### src/rtl/fifo_16b_if.sv
// Handshake bundle between a producer/consumer pair and fifo_16b.
// The FIFO takes the slave view; the environment driving it takes the master view.
interface fifo_16b_if #(
  parameter int WIDTH = 16,
  parameter int CNT_W = 4
);
  logic             flush;
  logic [WIDTH-1:0] inData;
  logic             inValid;
  logic             inReady;
  logic [WIDTH-1:0] outData;
  logic             outValid;
  logic             outReady;
  logic [CNT_W-1:0] count;

  modport master (
    output flush,
    output inData,
    output inValid,
    input  inReady,
    input  outData,
    input  outValid,
    output outReady,
    input  count
  );

  modport slave (
    input  flush,
    input  inData,
    input  inValid,
    output inReady,
    output outData,
    output outValid,
    input  outReady,
    output count
  );
endinterface

### src/rtl/fifo_16b.sv
// Show-ahead synchronous FIFO with valid/ready on both sides.
// The head word is presented combinationally from storage so that a push
// becomes visible one edge later and a pop exposes the next word right away.
// Ready/valid are decoded from the registered occupancy only.
module fifo_16b #(
  parameter int WIDTH = 16,
  parameter int DEPTH = 8,
  parameter int CNT_W = 4
) (
  input  logic         clk,
  input  logic         rst,
  fifo_16b_if.slave    bus
);
  localparam int PTR_W = $clog2(DEPTH);

  logic [WIDTH-1:0] mem [DEPTH];

  logic [PTR_W-1:0] wr_ptr_q, wr_ptr_d;
  logic [PTR_W-1:0] rd_ptr_q, rd_ptr_d;
  logic [CNT_W-1:0] count_q, count_d;

  logic full;
  logic empty;
  logic push;
  logic pop;

  // Status flags come from registered state only; no path from inValid/outReady.
  always_comb begin
    full  = (count_q == CNT_W'(DEPTH));
    empty = (count_q == '0);
    push  = bus.inValid & ~full;
    pop   = bus.outReady & ~empty;
  end

  // Next-state for pointers and occupancy; flush overrides any transfer.
  always_comb begin
    wr_ptr_d = wr_ptr_q;
    rd_ptr_d = rd_ptr_q;
    count_d  = count_q;
    if (bus.flush) begin
      wr_ptr_d = '0;
      rd_ptr_d = '0;
      count_d  = '0;
    end else begin
      if (push) wr_ptr_d = wr_ptr_q + PTR_W'(1);
      if (pop)  rd_ptr_d = rd_ptr_q + PTR_W'(1);
      if (push && !pop)      count_d = count_q + CNT_W'(1);
      else if (pop && !push) count_d = count_q - CNT_W'(1);
    end
  end

  // Pointer and occupancy registers; reset clears them without a clock.
  always_ff @(posedge clk or negedge rst) begin
    if (!rst) begin
      wr_ptr_q <= '0;
      rd_ptr_q <= '0;
      count_q  <= '0;
    end else begin
      wr_ptr_q <= wr_ptr_d;
      rd_ptr_q <= rd_ptr_d;
      count_q  <= count_d;
    end
  end

  // Storage write; contents are deliberately left unreset, and a flushed push is dropped.
  always_ff @(posedge clk) begin
    if (push && !bus.flush) mem[wr_ptr_q] <= bus.inData;
  end

  // Outputs: head word shown only while the queue holds something.
  always_comb begin
    bus.inReady  = ~full;
    bus.outValid = ~empty;
    bus.count    = count_q;
    bus.outData  = empty ? '0 : mem[rd_ptr_q];
  end
endmodule

### src/flat_wrapper.sv
// flat-port wrapper written by rule: the top's interface ports become plain ports
module fifo_16b_flat 
#(
  parameter int WIDTH = 16,
  parameter int DEPTH = 8,
  parameter int CNT_W = 4
)
  (clk, rst, bus_flush, bus_inData, bus_inValid, bus_inReady, bus_outData, bus_outValid, bus_outReady, bus_count);
  fifo_16b_if #(.WIDTH(WIDTH), .CNT_W(CNT_W)) bus_i ();
  input  logic clk;
  input  logic rst;
  input wire logic [$bits(bus_i.flush)-1:0] bus_flush;
  input wire logic [$bits(bus_i.inData)-1:0] bus_inData;
  input wire logic [$bits(bus_i.inValid)-1:0] bus_inValid;
  output wire logic [$bits(bus_i.inReady)-1:0] bus_inReady;
  output wire logic [$bits(bus_i.outData)-1:0] bus_outData;
  output wire logic [$bits(bus_i.outValid)-1:0] bus_outValid;
  input wire logic [$bits(bus_i.outReady)-1:0] bus_outReady;
  output wire logic [$bits(bus_i.count)-1:0] bus_count;
  assign bus_i.flush = bus_flush;
  assign bus_i.inData = bus_inData;
  assign bus_i.inValid = bus_inValid;
  assign bus_inReady = bus_i.inReady;
  assign bus_outData = bus_i.outData;
  assign bus_outValid = bus_i.outValid;
  assign bus_i.outReady = bus_outReady;
  assign bus_count = bus_i.count;
  fifo_16b #(.WIDTH(WIDTH), .DEPTH(DEPTH), .CNT_W(CNT_W)) u_core (.clk(clk), .rst(rst), .bus(bus_i));
endmodule
### config.mk
export PLATFORM = sky130hd
export DESIGN_NAME = fifo_16b_flat
export DESIGN_NICKNAME = d
export VERILOG_FILES = /design/src/rtl/fifo_16b_if.sv /design/src/rtl/fifo_16b.sv /design/src/flat_wrapper.sv
export SDC_FILE = /design/constraint.sdc
export NUM_CORES = 1
export LEC_CHECK = 0
export CAP_MARGIN = 20
export CORE_ASPECT_RATIO = 0.75
export CORE_MARGIN = 2
export CORE_UTILIZATION = 52
export DETAILED_ROUTE_END_ITERATION = 7
export PLACE_DENSITY_LB_ADDON = 0.12
export SYNTH_ARGS = -nofsm -noshare
export SYNTH_HDL_FRONTEND = slang
export SYNTH_SLANG_ARGS = --single-unit
### constraint.sdc
create_clock -name clk -period 2.71 [get_ports clk]
set_clock_uncertainty 0.1 [all_clocks]
set_input_delay 0.542 -clock clk [delete_from_list [all_inputs] [get_ports clk]]
set_output_delay 0.542 -clock clk [all_outputs]
set_load 0.005 [all_outputs]
==> qor.txt, run 1 <==
Syn Inst Count = 284
crit path buf inv count = 4
die height = 93.70 µm
final setup vio count = 0
Hold Buf Count CTS = 0
CTS tree = built
CTS buffer count = 17
peak supply drop = 0.5420 mV
Filler cells = 661
antenna violations before repair = 0
register area share after synthesis = 73.40%
Netlist cell types = 34
Max FO, Critical Path = 6
syn avg cell area = 19.64 µm²
Worst Path Required = 2.07 ns
FF+latch area = 0.004100 mm²
crit path max-delay cell type = mux4_2
R2R setup slack = 0.17 ns
reg2reg path depth = 8
CORE AREA = 0.01037 mm²
Worst R2R End = u_core.bus.count[3]
Vias = 2883
FF+latch count, synth = 138
post-route cell area = 0.007237 mm²
outcome = complete, no violations
fin nets = 397
Pre-Repair DR Iteration Count = 4
hold crit path type = in2async
clk slew on worst S/H paths = 0.06 ns
DRT antenna net count = 0
first-pass GRT wire length = 17060 µm
max frequency = 0.3769 GHz
Slew Limit Fails = 0
Final Hold Vio Count = 0
CP top delay family = multiplexers
sequence of cells on the critical path = buf_12, buf_12, buf_4, mux4_2, mux2i_1, nor2_1, clkbuf_2
GR Util All Layers = 21.19%
n_diodes = 0
HPWL Detailed = 5999 µm
Routed WL = 10910 µm
FP Rows = 32
Leak Pwr = 2.472 nW
Chip Width = 123.6 µm
critical path depth in cells = 7
Synth area leaders = edfxtp_1 (69%), mux4_2 (13%), dfrtp_1 (4.5%)
worst-margin pin slew = 0.4872 ns
clock latency on the worst-skew pair = 0.41 ns
CP dominant cell by count = buf_12
largest net degree at the start of global routing = 23
die area = 0.01158 mm²
share of cells above drive strength 1 = 34.90%
total gr overflow = 0
minimum clock period = 2.653 ns
IO Pins = 43
most common cell after layout, fill and taps aside = edfxtp_1
startpoint types = register
Max Cap Viol = 0
share of Yosys cell area claimed by the top area cell type = 68.91%
commonest cells after routing, fill and taps aside = edfxtp_1 (128), mux4_2 (32), nor2_1 (29), clkdlybuf4s50_1 (25), buf_4 (22)
Initial Utilization = 53.79%
cell taking the most area after synthesis = edfxtp_1
vias in the first global route = 2996
DRC = 0
worst r2r src = u_core.bus.count[1]
Final Cycle Share = 97.91%
Arr. time, crit path = 2.01 ns
GP Congestion = 0.8213
Mapped Nets = 310
Crit. End Element = output pin
Setup CP Type = reg2out
final core occ = 69.79%
post-DR vias/cell = 5.544
clk buf depth = 2
Worst path max stage delay = 0.49 ns
slew margin rel. = 67.42%
initial DRC count = 211
Pwr Density = 985.9 mW/mm²
area of the multi-input gates = 0.001419 mm²
number of port buffers = 42
Yosys warnings = 0
Post-Syn Area = 0.005578 mm²
PnR Total Power = 7.135 mW
RSZ-0062 raised after global routing = yes
clk root buf = clkbuf_16
average routed wire per standard cell = 20.97 µm
H-tree Lvls = 4
clock sink count = 138
Layout area overhead = 29.74%
Post-DP Area = 0.006394 mm²
==> stage by stage <==
stage                     worst slack (ns)  std cells  hold slack [ns]  setup TNS [ns]
after global placement              0.1700        466           0.4639               0
after global routing              -0.03553        520           0.3906        -0.08716
after floorplan                     0.2450        284           0.1464               0
after detailed placement           0.07928        466           0.4790               0
final                              0.05662        520           0.3632               0
after CTS                         -0.06695        516           0.3703         -0.3003
==> cell usage after synthesis, drive strengths merged <==
master,count
a211oi,3
nor2,29
a21o,1
a21oi,5
xor2,3
fa,1
and3,1
nand2,6
clkbuf,8
inv,4
edfxtp,128
nor4,1
ha,4
dfrtp,10
mux4,32
mux2i,18
and3b,1
o21ai,1
o311ai,1
o311a,1
o41ai,1
nor3,3
nand3,4
nand2b,4
a2111oi,1
or4b,1
xnor2,3
buf,8
or4,1
==> timing repair <==
action                     in CTS  in global routing
buffers inserted               15                  5
pin swaps                       0                  2
gates resized for setup        49                 19
setup endpoints to repair      18                 16
gates cloned                    3                  0
==> metal layers <==
layer  vias up  wire, µm  global-route usage [%]
li1       1323         -                       -
met1      1452      4887                   31.45
met2        96      5072                   31.23
met3        12       813                   4.733
met4         0       131                   7.670
met5         -         0                       0
==> worst max-delay path by stage <==
stage                        start                   to  slack [ns]
3_5_place_dp          bus_outReady  u_core.bus.count[3]        0.08
6_report        u_core.rd_ptr_q[0]      bus_outData[13]        0.06
3_3_place_gp          bus_outReady  u_core.bus.count[3]        0.17
2_1_floorplan  u_core.bus.count[0]  u_core.bus.count[3]        0.24
5_1_grt         u_core.rd_ptr_q[0]      bus_outData[12]       -0.04
4_1_cts         u_core.rd_ptr_q[0]       bus_outData[5]       -0.07
==> sequential cells by signal (all words and copies together) (netlist names) <==
signal and cells:
u_core.bus.count 4, u_core.mem 128, u_core.wr_ptr_q 3, u_core.rd_ptr_q 3
==> kinds of logic after synthesis <==
| family | count (synthesis) | share of synthesized area, % |
|---|---|---|
| flops | 138 | 73.40 |
| simple gates | 51 | 4.486 |
| mux | 50 | 16.15 |
| buf+inv | 20 | 1.593 |
| compound gates | 14 | 2.176 |
| xor+xnor | 6 | 0.9423 |
| fa+ha+maj | 5 | 1.256 |
==> cell type report <==
type | instances | share of cell area (%)
multi-input combinational | 126 | 19.61
inverter | 4 | 0.2075
sequential | 138 | 56.66
clock buffer | 18 | 5.930
timing repair buffer | 84 | 12.45
tap | 136 | 2.351
clock inverter | 14 | 2.801
==> report_power, final <==
part | total, mW | internal (mW) | switching (mW)
clock | 2.45 | 1.62 | 0.833
combinational | 2.14 | 1.22 | 0.919
sequential | 2.54 | 2.44 | 0.105
total | 7.13 | 5.28 | 1.86
No activity file was read; power rests on OpenSTA's default activity.
==> run 2, diff against run 1 <==
--- a/config.mk
+++ b/config.mk
@@ -7,7 +7,6 @@
 export LEC_CHECK = 0
 export CAP_MARGIN = 20
 export CORE_ASPECT_RATIO = 0.75
-export CORE_MARGIN = 2
 export CORE_UTILIZATION = 52
 export DETAILED_ROUTE_END_ITERATION = 7
 export PLACE_DENSITY_LB_ADDON = 0.12
==> run 2 against run 1 <==
Compared with the run above: wire length is 4.5% higher; register-to-register slack better by 0.04 ns; sequential cell count stayed put; largest cell class unchanged; global-route usage is 2.1 points higher.
==> qor.txt, run 2 (synthesis gave the netlist of run 1 again) <==
CORE AREA = 0.01037 mm² (unchanged)
Layout area overhead = 29.83% (was 29.74%)
final setup vio count = 0 (unchanged)
antenna violations before repair = 0 (unchanged)
Worst Hold Slack = 0.3673 ns (was 0.3632 ns)
Filler cells = 667 (was 661)
Chip Width = 121.6 µm (was 123.6 µm)
worst-margin pin slew = 0.5110 ns (was 0.4872 ns)
hold crit path type = in2async (unchanged)
number of port buffers = 42 (unchanged)
slew margin rel. = 65.83% (was 67.42%)
clock latency on the worst-skew pair = 0.41 ns (about the same)
Leak Pwr = 2.499 nW (was 2.472 nW)
minimum clock period = 2.654 ns (was 2.653 ns)
die area = 0.01115 mm² (was 0.01158 mm²)
Final TNS setup = 0 ns (unchanged)
HPWL Detailed = 6688 µm (was 5999 µm)
largest net degree at the start of global routing = 35 (was 23)
Arr. time, crit path = 2.01 ns (about the same)
die height = 91.70 µm (was 93.70 µm)
RSZ-0062 raised after global routing = yes (unchanged)
Comb pwr share = 30.7% (was 30.0%)
share of cells above drive strength 1 = 34.18% (was 34.90%)
Crit. End Element = output pin (unchanged)
Clock Power Share = 34.5% (was 34.4%)
startpoint types = register (unchanged)
fin nets = 405 (was 397)
outcome = complete, no violations (unchanged)
Initial Utilization = 53.79% (unchanged)
Switching Power = 1.880 mW (was 1.857 mW)
Reg with most FFs = u_core.mem (unchanged)
clk buf depth = 2 (unchanged)
average routed wire per standard cell = 21.59 µm (was 20.97 µm)
CTS buffer count = 17 (unchanged)
first-pass GRT wire length = 17900 µm (was 17060 µm)
peak supply drop = 0.5331 mV (was 0.5420 mV)
Worst Path Required = 2.07 ns (about the same)
Max FO, Critical Path = 5 (was 6)
clk root buf = clkbuf_16 (unchanged)
CTS tree = built (unchanged)
Setup CP Type = reg2out (unchanged)
Int Power = 5.329 mW (was 5.277 mW)
max reg flops = 128 (unchanged)
switch share = 26.08% (was 26.03%)
Reg power frac = 34.8% (was 35.6%)
DRC = 0 (unchanged)
Final Cycle Share = 97.92% (was 97.91%)
GR Util All Layers = 23.34% (was 21.19%)
FP Rows = 32 (unchanged)
max frequency = 0.3768 GHz (was 0.3769 GHz)
post-DR vias/cell = 5.574 (was 5.544)
Pre-Repair DR Iteration Count = 4 (unchanged)
clk slew on worst S/H paths = 0.06 ns (about the same)
IO Pins = 43 (unchanged)
clock sink count = 138 (unchanged)
Routed WL = 11400 µm (was 10910 µm)
most common cell after layout, fill and taps aside = edfxtp_1 (unchanged)
initial DRC count = 250 (was 211)
GP Congestion = 0.9006 (was 0.8213)
Max Cap Viol = 0 (unchanged)
total gr overflow = 0 (unchanged)
Final Hold Vio Count = 0 (unchanged)
Pwr Density = 995.4 mW/mm² (was 985.9 mW/mm²)
commonest cells after routing, fill and taps aside = edfxtp_1 (128), buf_4 (35), mux4_2 (32), nor2_1 (29), clkdlybuf4s50_1 (26) (was edfxtp_1 (128), mux4_2 (32), nor2_1 (29), clkdlybuf4s50_1 (25), buf_4 (22))
Vias = 2943 (was 2883)
Slew Limit Fails = 0 (unchanged)
DRT antenna net count = 0 (unchanged)
vias in the first global route = 3087 (was 2996)
n_diodes = 0 (unchanged)
H-tree Lvls = 4 (unchanged)
## run 2: cell count changes in the layout (fill, tap and decap cells not counted), moves of 2 or more
cell,previous run,this run
buf_4,22,35
clkbuf_2,11,7
buf_12,13,10
buf_16,3,0
clkdlybuf4s15_1,1,4
dlygate4sd2_1,0,3
buf_2,4,2
buf_8,0,2
clkinv_2,5,3
## run 2: power groups by stage
stage	registers, mW	clock network, mW	logic (mW)
6_report	2.51	2.49	2.21
5_1_grt	2.52	2.62	2.40
4_1_cts	2.53	2.51	2.26
3_5_place_dp	2.57	0	1.93
3_3_place_gp	2.56	0	1.91
2_1_floorplan	2.54	0	1.08
## run 2: layout make-up
| type | instances | area, µm² | share of cell area [%] |
|---|---|---|---|
| Clock buffer | 20 | 446.7 | 6.168 |
| Clock inverter | 12 | 197.7 | 2.730 |
| Inverter | 4 | 15.01 | 0.2073 |
| Multi-Input combinational cell | 126 | 1415 | 19.54 |
| Sequential cell | 138 | 4099 | 56.60 |
| Tap cell | 136 | 170.2 | 2.350 |
| Timing Repair Buffer | 92 | 898.4 | 12.40 |
## run 2: layer usage
metal	wire length [µm]	vias to the layer above	global-route usage (%)
met5	0	-	0
met1	5323	1522	34.13
met2	5298	68	34.28
li1	-	1339	-
met3	611	14	5.348
met4	165	0	9.156
## run 2: worst max-delay path, cell delays in order (launching register included)
cell	delay, ns
dfrtp_2	0.41
buf_12	0.13
buf_12	0.12
buf_8	0.10
mux4_2	0.49
mux2i_1	0.15
nor2_1	0.08
clkbuf_2	0.11
## run 2: stage by stage
stage / cell area (µm²) / util (%) / power (mW) / std cells / setup WS (ns)
global route: 7242 / 69.84 / 7.536 / 528 / -0.04788
CTS: 7276 / 70.16 / 7.305 / 523 / -0.1272
floorplan: 5588 / - / 3.619 / 284 / 0.2450
global placement: 6406 / 61.78 / 4.470 / 476 / 0.1399
finish: 7242 / 69.84 / 7.209 / 528 / 0.05628
detailed placement: 6406 / 61.78 / 4.506 / 476 / 0.06345
## run 2: worst paths after layout
check | startpoint | slack [ns] | endpoint | cells past startpoint
max | u_core.rd_ptr_q[0] | 0.06 | bus_outData[5] | 7
min | rst | 0.37 | u_core.wr_ptr_q[1] | 1
max reg2reg | u_core.bus.count[1] | 0.21 | u_core.bus.count[3] | 8
min reg2reg | u_core.wr_ptr_q[0] | 0.51 | u_core.wr_ptr_q[0] | 2
max in group asynchronous | rst | 1.76 | u_core.rd_ptr_q[0] | 1
min in group clk | u_core.wr_ptr_q[0] | 0.51 | u_core.wr_ptr_q[0] | 2
## run 2: timing repair
item                       CTS  global route
setup endpoints to repair   18            19
gates resized for setup     39            20
pin swaps                    3             6
hold buffers                 0             0
buffers inserted            12             9
gates cloned                 3             0
